[src/rtl/rib_uart.sv]
// rib_uart: RIB slave UART with TX FIFO, 8N1 serialiser and single-byte RX buffer.
// Define UART_RX_EN to build the receive path (STATUS rx bits, RXDATA, irq_o).
//
// TX/RX FSM states
//   state   | meaning
//   S_IDLE  | line idle; TX waits for tx_en and FIFO data, RX waits for a falling edge
//   S_START | start bit; RX re-samples it at the half-bit point
//   S_DATA  | 8 data bits, LSB first, one per BAUD cycles
//   S_STOP  | stop bit; RX commits the byte or flags frame_err
module rib_uart #(
   parameter logic [15:0] DEFAULT_DIV   = 16'd434,
   parameter int          TX_FIFO_DEPTH = 4
) (
   input  logic        clk,
   input  logic        rst,
   input  logic [31:0] addr_i,
   input  logic [31:0] data_i,
   input  logic        we_i,
   output logic [31:0] data_o,
   output logic        tx_pin_o,
   input  logic        rx_pin_i,
   output logic        irq_o
);

   localparam int PW = $clog2(TX_FIFO_DEPTH);

   typedef enum logic [1:0] {
      S_IDLE  = 2'd0,
      S_START = 2'd1,
      S_DATA  = 2'd2,
      S_STOP  = 2'd3
   } state_t;

   logic w_wr_ctrl, w_wr_status, w_wr_baud, w_wr_txdata;
   assign w_wr_ctrl   = we_i && (addr_i[7:0] == 8'h00);
   assign w_wr_status = we_i && (addr_i[7:0] == 8'h04);
   assign w_wr_baud   = we_i && (addr_i[7:0] == 8'h08);
   assign w_wr_txdata = we_i && (addr_i[7:0] == 8'h0C);

   logic        r_tx_en;
   logic [15:0] r_baud;
   logic [15:0] w_baud_wr;
   assign w_baud_wr = (data_i[15:0] < 16'd4) ? 16'd4 : data_i[15:0];

   always_ff @(posedge clk or negedge rst) begin
      if (!rst) begin
         r_tx_en <= 1'b0;
         r_baud  <= DEFAULT_DIV;
      end else begin
         if (w_wr_ctrl) r_tx_en <= data_i[0];
         if (w_wr_baud) r_baud  <= w_baud_wr;
      end
   end

   logic [7:0]    r_fifo [TX_FIFO_DEPTH];
   logic [PW-1:0] r_wr_ptr, r_rd_ptr;
   logic [PW:0]   r_count;
   logic          w_full, w_empty, w_push, w_pop;

   assign w_full  = (r_count == (PW+1)'(TX_FIFO_DEPTH));
   assign w_empty = (r_count == '0);
   // A push is judged against the pre-pop fill level, so a full FIFO drops it.
   assign w_push  = w_wr_txdata && !w_full;

   always_ff @(posedge clk) begin
      if (w_push) r_fifo[r_wr_ptr] <= data_i[7:0];
   end

   always_ff @(posedge clk or negedge rst) begin
      if (!rst) begin
         r_wr_ptr <= '0;
         r_rd_ptr <= '0;
         r_count  <= '0;
      end else begin
         if (w_push) r_wr_ptr <= r_wr_ptr + 1'b1;
         if (w_pop)  r_rd_ptr <= r_rd_ptr + 1'b1;
         case ({w_push, w_pop})
            2'b10:   r_count <= r_count + 1'b1;
            2'b01:   r_count <= r_count - 1'b1;
            default: r_count <= r_count;
         endcase
      end
   end

   state_t      r_tx_state, w_tx_state_nxt;
   logic [15:0] r_tx_cnt;
   logic [2:0]  r_tx_bit;
   logic [7:0]  r_tx_data;
   logic        w_tx_term, w_tx_pin, w_tx_busy;

   assign w_tx_term = (r_tx_cnt >= r_baud - 16'd1);
   // Popping straight out of STOP gives back-to-back frames with no idle gap.
   assign w_pop     = r_tx_en && !w_empty &&
                      ((r_tx_state == S_IDLE) || ((r_tx_state == S_STOP) && w_tx_term));
   assign w_tx_busy = (r_tx_state != S_IDLE) || !w_empty;

   always_ff @(posedge clk or negedge rst) begin
      if (!rst) begin
         r_tx_state <= S_IDLE;
         r_tx_cnt   <= '0;
         r_tx_bit   <= '0;
         r_tx_data  <= '0;
      end else begin
         r_tx_state <= w_tx_state_nxt;
         r_tx_cnt   <= ((r_tx_state == S_IDLE) || w_tx_term) ? 16'd0 : r_tx_cnt + 16'd1;
         if (w_pop) begin
            r_tx_data <= r_fifo[r_rd_ptr];
            r_tx_bit  <= '0;
         end else if ((r_tx_state == S_DATA) && w_tx_term) begin
            r_tx_bit  <= r_tx_bit + 3'd1;
         end
      end
   end

   always_comb begin
      w_tx_state_nxt = r_tx_state;
      case (r_tx_state)
         S_IDLE:  if (w_pop) w_tx_state_nxt = S_START;
         S_START: if (w_tx_term) w_tx_state_nxt = S_DATA;
         S_DATA:  if (w_tx_term && (r_tx_bit == 3'd7)) w_tx_state_nxt = S_STOP;
         S_STOP:  if (w_tx_term) w_tx_state_nxt = w_pop ? S_START : S_IDLE;
         default: w_tx_state_nxt = S_IDLE;
      endcase
   end

   always_comb begin
      w_tx_pin = 1'b1;
      case (r_tx_state)
         S_START: w_tx_pin = 1'b0;
         S_DATA:  w_tx_pin = r_tx_data[r_tx_bit];
         default: w_tx_pin = 1'b1;
      endcase
   end

   assign tx_pin_o = w_tx_pin;

   logic       w_rx_en_rd, w_valid_rd, w_overrun_rd, w_frame_err_rd;
   logic [7:0] w_rxdata_rd;

`ifdef UART_RX_EN
   logic        r_rx_en, r_rx_sync1, r_rx_sync2, r_rx_prev;
   state_t      r_rx_state, w_rx_state_nxt;
   logic [15:0] r_rx_cnt;
   logic [2:0]  r_rx_bit;
   logic [7:0]  r_rx_shift, r_rxdata;
   logic        r_rx_valid, r_rx_overrun, r_frame_err, r_irq;
   logic        w_rx_fall, w_rx_term, w_rx_half_term, w_rx_tick;
   logic        w_rx_done_ok, w_rx_done_err;
   logic        w_rx_en_nxt, w_rx_valid_nxt, w_rx_overrun_nxt, w_frame_err_nxt;

   assign w_rx_fall      = r_rx_prev && !r_rx_sync2;
   assign w_rx_term      = (r_rx_cnt >= r_baud - 16'd1);
   assign w_rx_half_term = (r_rx_cnt >= {1'b0, r_baud[15:1]} - 16'd1);
   assign w_rx_tick      = ((r_rx_state == S_START) && w_rx_half_term) ||
                           (((r_rx_state == S_DATA) || (r_rx_state == S_STOP)) && w_rx_term);

   always_ff @(posedge clk or negedge rst) begin
      if (!rst) begin
         r_rx_sync1 <= 1'b1;
         r_rx_sync2 <= 1'b1;
         r_rx_prev  <= 1'b1;
         r_rx_en    <= 1'b0;
         r_rx_state <= S_IDLE;
         r_rx_cnt   <= '0;
         r_rx_bit   <= '0;
         r_rx_shift <= '0;
      end else begin
         r_rx_sync1 <= rx_pin_i;
         r_rx_sync2 <= r_rx_sync1;
         r_rx_prev  <= r_rx_sync2;
         r_rx_en    <= w_rx_en_nxt;
         r_rx_state <= w_rx_state_nxt;
         r_rx_cnt   <= ((r_rx_state == S_IDLE) || w_rx_tick) ? 16'd0 : r_rx_cnt + 16'd1;
         if (r_rx_state == S_START) begin
            r_rx_bit <= '0;
         end else if ((r_rx_state == S_DATA) && w_rx_term) begin
            r_rx_shift <= {r_rx_sync2, r_rx_shift[7:1]};
            r_rx_bit   <= r_rx_bit + 3'd1;
         end
      end
   end

   always_comb begin
      w_rx_state_nxt = r_rx_state;
      if (!r_rx_en) begin
         w_rx_state_nxt = S_IDLE;
      end else begin
         case (r_rx_state)
            S_IDLE:  if (w_rx_fall) w_rx_state_nxt = S_START;
            S_START: if (w_rx_half_term) w_rx_state_nxt = r_rx_sync2 ? S_IDLE : S_DATA;
            S_DATA:  if (w_rx_term && (r_rx_bit == 3'd7)) w_rx_state_nxt = S_STOP;
            S_STOP:  if (w_rx_term) w_rx_state_nxt = S_IDLE;
            default: w_rx_state_nxt = S_IDLE;
         endcase
      end
   end

   always_comb begin
      w_rx_done_ok  = 1'b0;
      w_rx_done_err = 1'b0;
      if (r_rx_en && (r_rx_state == S_STOP) && w_rx_term) begin
         w_rx_done_ok  = r_rx_sync2;
         w_rx_done_err = !r_rx_sync2;
      end
   end

   // Hardware set beats a same-cycle W1C clear.
   assign w_rx_en_nxt      = w_wr_ctrl ? data_i[1] : r_rx_en;
   assign w_rx_valid_nxt   = w_rx_done_ok ? 1'b1 :
                             (w_wr_status && data_i[1]) ? 1'b0 : r_rx_valid;
   assign w_rx_overrun_nxt = (w_rx_done_ok && r_rx_valid) ? 1'b1 :
                             (w_wr_status && data_i[2]) ? 1'b0 : r_rx_overrun;
   assign w_frame_err_nxt  = w_rx_done_err ? 1'b1 :
                             (w_wr_status && data_i[4]) ? 1'b0 : r_frame_err;

   always_ff @(posedge clk or negedge rst) begin
      if (!rst) begin
         r_rx_valid   <= 1'b0;
         r_rx_overrun <= 1'b0;
         r_frame_err  <= 1'b0;
         r_rxdata     <= '0;
         r_irq        <= 1'b0;
      end else begin
         r_rx_valid   <= w_rx_valid_nxt;
         r_rx_overrun <= w_rx_overrun_nxt;
         r_frame_err  <= w_frame_err_nxt;
         r_irq        <= w_rx_valid_nxt && w_rx_en_nxt;
         if (w_rx_done_ok) r_rxdata <= r_rx_shift;
      end
   end

   assign w_rx_en_rd     = r_rx_en;
   assign w_valid_rd     = r_rx_valid;
   assign w_overrun_rd   = r_rx_overrun;
   assign w_frame_err_rd = r_frame_err;
   assign w_rxdata_rd    = r_rxdata;
   assign irq_o          = r_irq;

   logic w_unused;
   assign w_unused = &{1'b0, addr_i[31:8], data_i[31:16]};
`else
   assign w_rx_en_rd     = 1'b0;
   assign w_valid_rd     = 1'b0;
   assign w_overrun_rd   = 1'b0;
   assign w_frame_err_rd = 1'b0;
   assign w_rxdata_rd    = 8'd0;
   assign irq_o          = 1'b0;

   logic w_unused;
   assign w_unused = &{1'b0, addr_i[31:8], data_i[31:16], rx_pin_i};
`endif

   always_comb begin
      data_o = '0;
      case (addr_i[7:0])
         8'h00:   data_o = {30'd0, w_rx_en_rd, r_tx_en};
         8'h04:   data_o = {27'd0, w_frame_err_rd, w_full, w_overrun_rd, w_valid_rd, w_tx_busy};
         8'h08:   data_o = {16'd0, r_baud};
         8'h10:   data_o = {24'd0, w_rxdata_rd};
         default: data_o = '0;
      endcase
   end

endmodule
[config.mk]
export PLATFORM = sky130hd
export DESIGN_NAME = rib_uart
export DESIGN_NICKNAME = d
export VERILOG_FILES = /design/src/rtl/rib_uart.sv
export SDC_FILE = /design/constraint.sdc
export NUM_CORES = 1
export LEC_CHECK = 0
export BUFFER_PORTS_ARGS = -buffer_cell sky130_fd_sc_hd__buf_2
export CAP_MARGIN = 20
export CORE_MARGIN = 2
export CORE_UTILIZATION = 25
export CTS_CLUSTER_DIAMETER = 30
export DETAILED_ROUTE_END_ITERATION = 7
export SETUP_SLACK_MARGIN = 0.05
export SYNTH_ARGS = -nofsm -noshare
export SYNTH_HDL_FRONTEND = slang
export SYNTH_SLANG_ARGS = --single-unit
export TNS_END_PERCENT = 50
[constraint.sdc]
create_clock -name clk -period 4 [get_ports clk]
set_input_delay 0.6 -clock clk [delete_from_list [all_inputs] [get_ports clk]]
set_output_delay 0.6 -clock clk [all_outputs]
set_load 0.005 [all_outputs]
Yosys cells after proc, flatten, opt, wreduce, memory -nomap -nowiden

Memory sizes are Yosys's and may differ from the RTL's. A register that Yosys moved wholly into a read port is not among the register bits.
Cells that the tools add are included.

Eq/ne operators: 14
$lt $le $gt $ge: 3
$add $sub $neg: 7
Reductions and logical operators: 22
Mux-type cells: 17

Operators with widths:

| kind                    | number |
|---|---|
| $pmux W16 S3            | 1 |
| $mux W16                | 2 |
| $add A16 B1 Y16 const B | 1 |
| $eq A8 B4 Y1 const B    | 2 |
| $ge A16 B16 Y1          | 1 |
| $lt A16 B3 Y1 const B   | 1 |
| $sub A16 B1 Y16 const B | 1 |
| $logic_and A1 B1 Y1     | 9 |
| $eq A8 B3 Y1 const B    | 1 |
| $logic_not A8 Y1        | 1 |
| $mux W2                 | 4 |
| $pmux W2 S4             | 1 |
| $add A3 B1 Y3 const B   | 2 |
| $eq A2 B2 Y1 const B    | 3 |
| $eq A3 B3 Y1 const B    | 2 |
| $mux W3                 | 2 |
| $ne A2 B2 Y1 const B    | 3 |
| $pmux W3 S2             | 1 |
| $reduce_bool A2 Y1      | 3 |
| $add A2 B1 Y2 const B   | 2 |
| $eq A2 B1 Y1 const B    | 2 |
| $lt A3 B4 Y1 const B    | 1 |
| $mux W1                 | 4 |
| $reduce_and A4 Y1       | 1 |
| other kinds (8)         | 12 |

Memories: 1
Output and inout bits: 34
Input bits: 68
RAM bits: 32
Bits in registers: 45

Memories:

| name   | depth | bits a word | rd ports | clocked after memory_dff | wr ports | RTL line | text |
|---|---|---|---|---|---|---|---|
| r_fifo | 4     | 8           | 1        | 1                        | 1        | 55       | `logic [7:0] r_fifo [TX_FIFO_DEPTH];` |

Longest topological paths before layout

Depth in word-level cells: 8
Depth in mapped cells: 19
Depth with buffers taken out: 19

Least setup slack after synthesis

No wires, ideal clock.

Path type: register -> register
Start point: register r_baud[3]
End point: register r_count[2]
Setup slack: 0.070 ns
Arrival: 3.851 ns
Stages on the path, launching flop included: 17
Library setup time: 0.079 ns
Path buffers: 0
Data required time: 3.921 ns
Path through: dfrtp_1 > nor4_1 > nand2_1 > or4_1 > nor4_1 > xnor2_1 > ha_1 > nand2_1 > o41ai_4 > a31oi_4 > inv_1 > ha_1 > inv_1 > fa_1 > xor2_1 > nor2_1 > xor2_1

Word-level cells in the longest chain between the ends: 7
Elaborated cells on any way between the ends: 9
Classes of those cells: add/sub: 1; order compare: 1; eq/ne: 2; mux: 1; reduce/logical: 4

RTL lines:

| what                                              | RTL line | text |
|---|---|---|
| start, declared                                   | 41       | `logic [15:0] r_baud;` |
| start signal, assigned                            | 51       | `if (w_wr_baud) r_baud <= w_baud_wr;` |
| $sub A16 B1 Y16 *                                 | 91       | `assign w_tx_term = (r_tx_cnt >= r_baud - 16'd1);` |
| $ge A16 B16 Y1 *                                  | 91       |  |
| $logic_and A1 B1 Y1 *                             | 94       | `((r_tx_state == S_IDLE) \|\| ((r_tx_state == S_STOP) && w_tx_term));` |
| $logic_or A1 B1 Y1 *                              | 94       |  |
| $logic_and A1 B1 Y1 *                             | 93       | `assign w_pop = r_tx_en && !w_empty &&` |
| named net w_pop                                   | 58       | `logic w_full, w_empty, w_push, w_pop;` |
| $eq A2 B1 Y1 or $eq A2 B2 Y1 (tied branches)      | 77       | `case ({w_push, w_pop})` |
| $pmux W3 S2 or $reduce_bool A2 Y1 (tied branches) | n/a      |  |
| end signal, assigned                              | 78       | `2'b10: r_count <= r_count + 1'b1;` |
| end signal, assigned                              | 79       | `2'b01: r_count <= r_count - 1'b1;` |
| end signal, assigned                              | 80       | `default: r_count <= r_count;` |
| end, declared                                     | 57       | `logic [PW:0] r_count;` |

The timed path passes the listed nets; every way through them passes the cells marked *.
A chain may end at the register's enable or synchronous reset.

Worst setup path after layout

Start point: register r_baud[8]
End point: register r_count[2]

The elaborated chain is that of the path after synthesis.

==> results_dict.tcl <==
set metrics [dict create \
    cp_common_cell "xor2_1" \
    crit_end "r_count[2]" \
    ant_nets 0 \
    arrival_ns 4.11 \
    area_growth_pct 18.38 \
    synth.most_common_cell "dfrtp_1" \
    groute.usage.overall_pct 10.34 \
    cp_cell_sequence "or3_4 -> or4_4 -> nor4_4 -> xnor2_1 -> ha_1 -> nand2_2 -> o41ai_4 -> a31oi_4 -> inv_2 -> ha_2 -> inv_1 -> fa_2 -> xor2_1 -> nor2_1 -> xor2_1" \
    clockRootBuffer "clkbuf_16" \
    drt-pass1-iter-count 4 \
    ys_seq_area_share_pct 49.69 \
    cts.clk_slew.worst_paths_ns 0.06 \
    die_w_um 139.9 \
    antenna_cells 0 \
    overflow 0 \
    critPathBufInv 2 \
    async_reset_ff_share_pct 62.35 \
    io_buffers 43 \
    synth_top_area_share_pct 26.02 \
    setup_viol 0 \
    rr_worst_depth 15 \
    slowest_delay_ns 0.52 \
    ir_worst_vdd_mv 0.2156 \
    htree_levels 3 \
    cts_made_buffers 9 \
    initial_core_util_pct 25.61 \
    min_period_over_period_pct 96.47 \
    outcome "finished clean" \
    critPathKind "flop to flop" \
    dp_hpwl_mm 7.303 \
    rrSetupSlack_ns 0.14 \
    critPathLaunchType "flop" \
    synth_seq_cells 85 \
    synth.avg_cell_area_um2 11.63 \
    syn-cell-area_mm2 0.004616 \
    rows 49 \
    antenna_found_initial 0 \
    grt_max_degree 29 \
    r2r-start "r_baud[8]" \
    nNetsFinal 550 \
    cts_tree "built" \
    ioPinCount 102 \
    dp_slack_ns -0.008955 \
    min_path_type "primary input to async pin" \
    drtIter0Drc 144 \
    drc 0 \
    fmax_mhz 259.2 \
    synth_edf_count 32 \
    rr_endpoint "r_count[2]" \
    dieArea_mm2 0.01957 \
    worst_pin_slew_ns 1.012 \
    cp_num_cells 15 \
    powerDensity_mw_per_mm2 429.5 \
    startpoint "r_baud[8]" \
    grt_pass1_vias 3194 \
    clock_sinks 85 \
    synth_ff_type "dfrtp_1" \
    synthTopCellsByCount "dfrtp_1 (48), nor2_1 (39), edfxtp_1 (32)" \
    hold_viol 0 \
    coreArea_mm2 0.01802 \
    vias_per_cell 4.523 \
    grt_first_pass_wirelength_mm 16.08 \
    slew_headroom_pct 32.42 \
    critPathMaxFanout 4 \
    yosys.area.top_type "dfrtp_1" \
    slew_viol_final 0 \
    drive_above_1_share_pct 26.04 \
    rsz0062_at_grt "yes" \
    ys.warnings.count 0 \
    synthCells 397 \
    endpoint_kind "flop" \
    layout_min_cycle_time_ns 3.859 \
    layout_setup_ws_ns 0.1412 \
    place.gp.congestion 0.7841 \
    required_ns 4.26 \
    clockBufferDepth 2 \
    tns_ns 0 \
    via_count 3103 \
    fp.dieH_um 139.9 \
    p_leak_nw 2.398 \
    p_total_mw 2.347 \
    finalClockSkew_ns 0.007664 \
    cp_slowest_cell "or4_4" \
    cts_hold_buf 0 \
    cp_top_family "simple AND/OR/NAND/NOR gates" \
    drv_cap 0 \
    routed_wl_mm 9.967 \
    wl_per_cell_um 14.53 \
    ys_types 42 \
    synth.area.top_cells "dfrtp_1 (26%), edfxtp_1 (21%), ha_1 (7.9%)" \
    final_util_pct 30.31 \
    clk_latency_ns 0.34 \
]
==> area by class of cell <==
cell class / instances / area [µm²]
Clock buffer: 10 / 229.0
Clock inverter: 6 / 95.09
Fill cell: 1858 / 12560
Inverter: 18 / 67.56
Multi-Input combinational cell: 285 / 2202
Sequential cell: 85 / 2293
Tap cell: 229 / 286.5
Timing Repair Buffer: 53 / 290.3
==> report_power, final <==
| part | internal [mW] | switching, mW |
|---|---|---|
| combinational | 0.207 | 0.236 |
| clock | 0.552 | 0.346 |
| sequential | 0.949 | 0.0565 |
==> through the flow <==
| step | instances | hold WS (ns) | cell area [µm²] |
|---|---|---|---|
| 6_report | 686 | 0.2859 | 5464 |
| 5_1_grt | 686 | 0.3378 | 5464 |
| 4_1_cts | 684 | 0.3070 | 5396 |
| 3_5_place_dp | 668 | 0.4927 | 5072 |
| 3_3_place_gp | 668 | 0.4842 | 5072 |
| 2_1_floorplan | 413 | 0.3044 | 4676 |
==> cells in the final DEF, fill, tap and decap left out, types with 3 or more instances in the layout <==
cell and n:
a21oi_1 10, nor3_1 9, buf_4 10, xor2_1 11, nor2_1 39, nand4_1 4
nand2_1 25, xnor2_1 23, nand3_1 13, buf_2 43, nor4_1 3, and3_1 17
and2_1 6, nor2b_1 4, mux2_2 23, o22ai_1 3, dfrtp_1 48, mux4_2 10
ha_1 28, dfstp_2 5, edfxtp_1 32, clkbuf_16 9, mux2i_1 4, inv_1 17
conb_1 17, o21ai_0 11
==> worst min-delay path by stage <==
stage,start,to,slack (ns),depth (start not counted)
finish,rst,r_tx_cnt[1],0.29,1
global route,rst,r_tx_cnt[9],0.34,1
CTS,rst,r_tx_cnt[9],0.31,1
detailed placement,r_tx_data[3],r_tx_data[3],0.49,1
global placement,r_count[0],r_count[0],0.48,1
floorplan,rst,r_baud[0],0.30,0
==> cell families after synthesis <==
logic type	after synthesis	synth area share (%)
xor+xnor	34	6.451
fa+ha+maj	30	8.295
other cells	1	0.08124
mux	37	11.36
simple gates	134	14.18
flops	85	49.69
buf+inv	43	5.042
compound gates	33	4.907
==> registers in the layout, indices dropped and copies added (netlist names) <==
name and cells:
r_tx_data 8, r_baud 16, r_wr_ptr 2, r_rd_ptr 2, r_tx_en 1, r_tx_cnt 16
r_tx_state 2, r_fifo 32, r_count 3, r_tx_bit 3
==> timing repair <==
| item | in CTS | in global routing |
|---|---|---|
| setup endpoints to repair | 2 | 2 |
| gates resized for setup | 0 | 12 |
| buffers inserted | 0 | 2 |
| pin swaps | 1 | 10 |
==> metal layers <==
| layer | global-route usage [%] | part of all wire (%) | wire (µm) |
|---|---|---|---|
| met1 | 13.19 | 47 | 4683 |
| met2 | 17.43 | 48 | 4774 |
| met3 | 2.409 | 3.9 | 385 |
| met4 | 3.158 | 1.3 | 125 |
| met5 | 0 | 0 | 0 |
No activity file was read; power rests on OpenSTA's default activity.
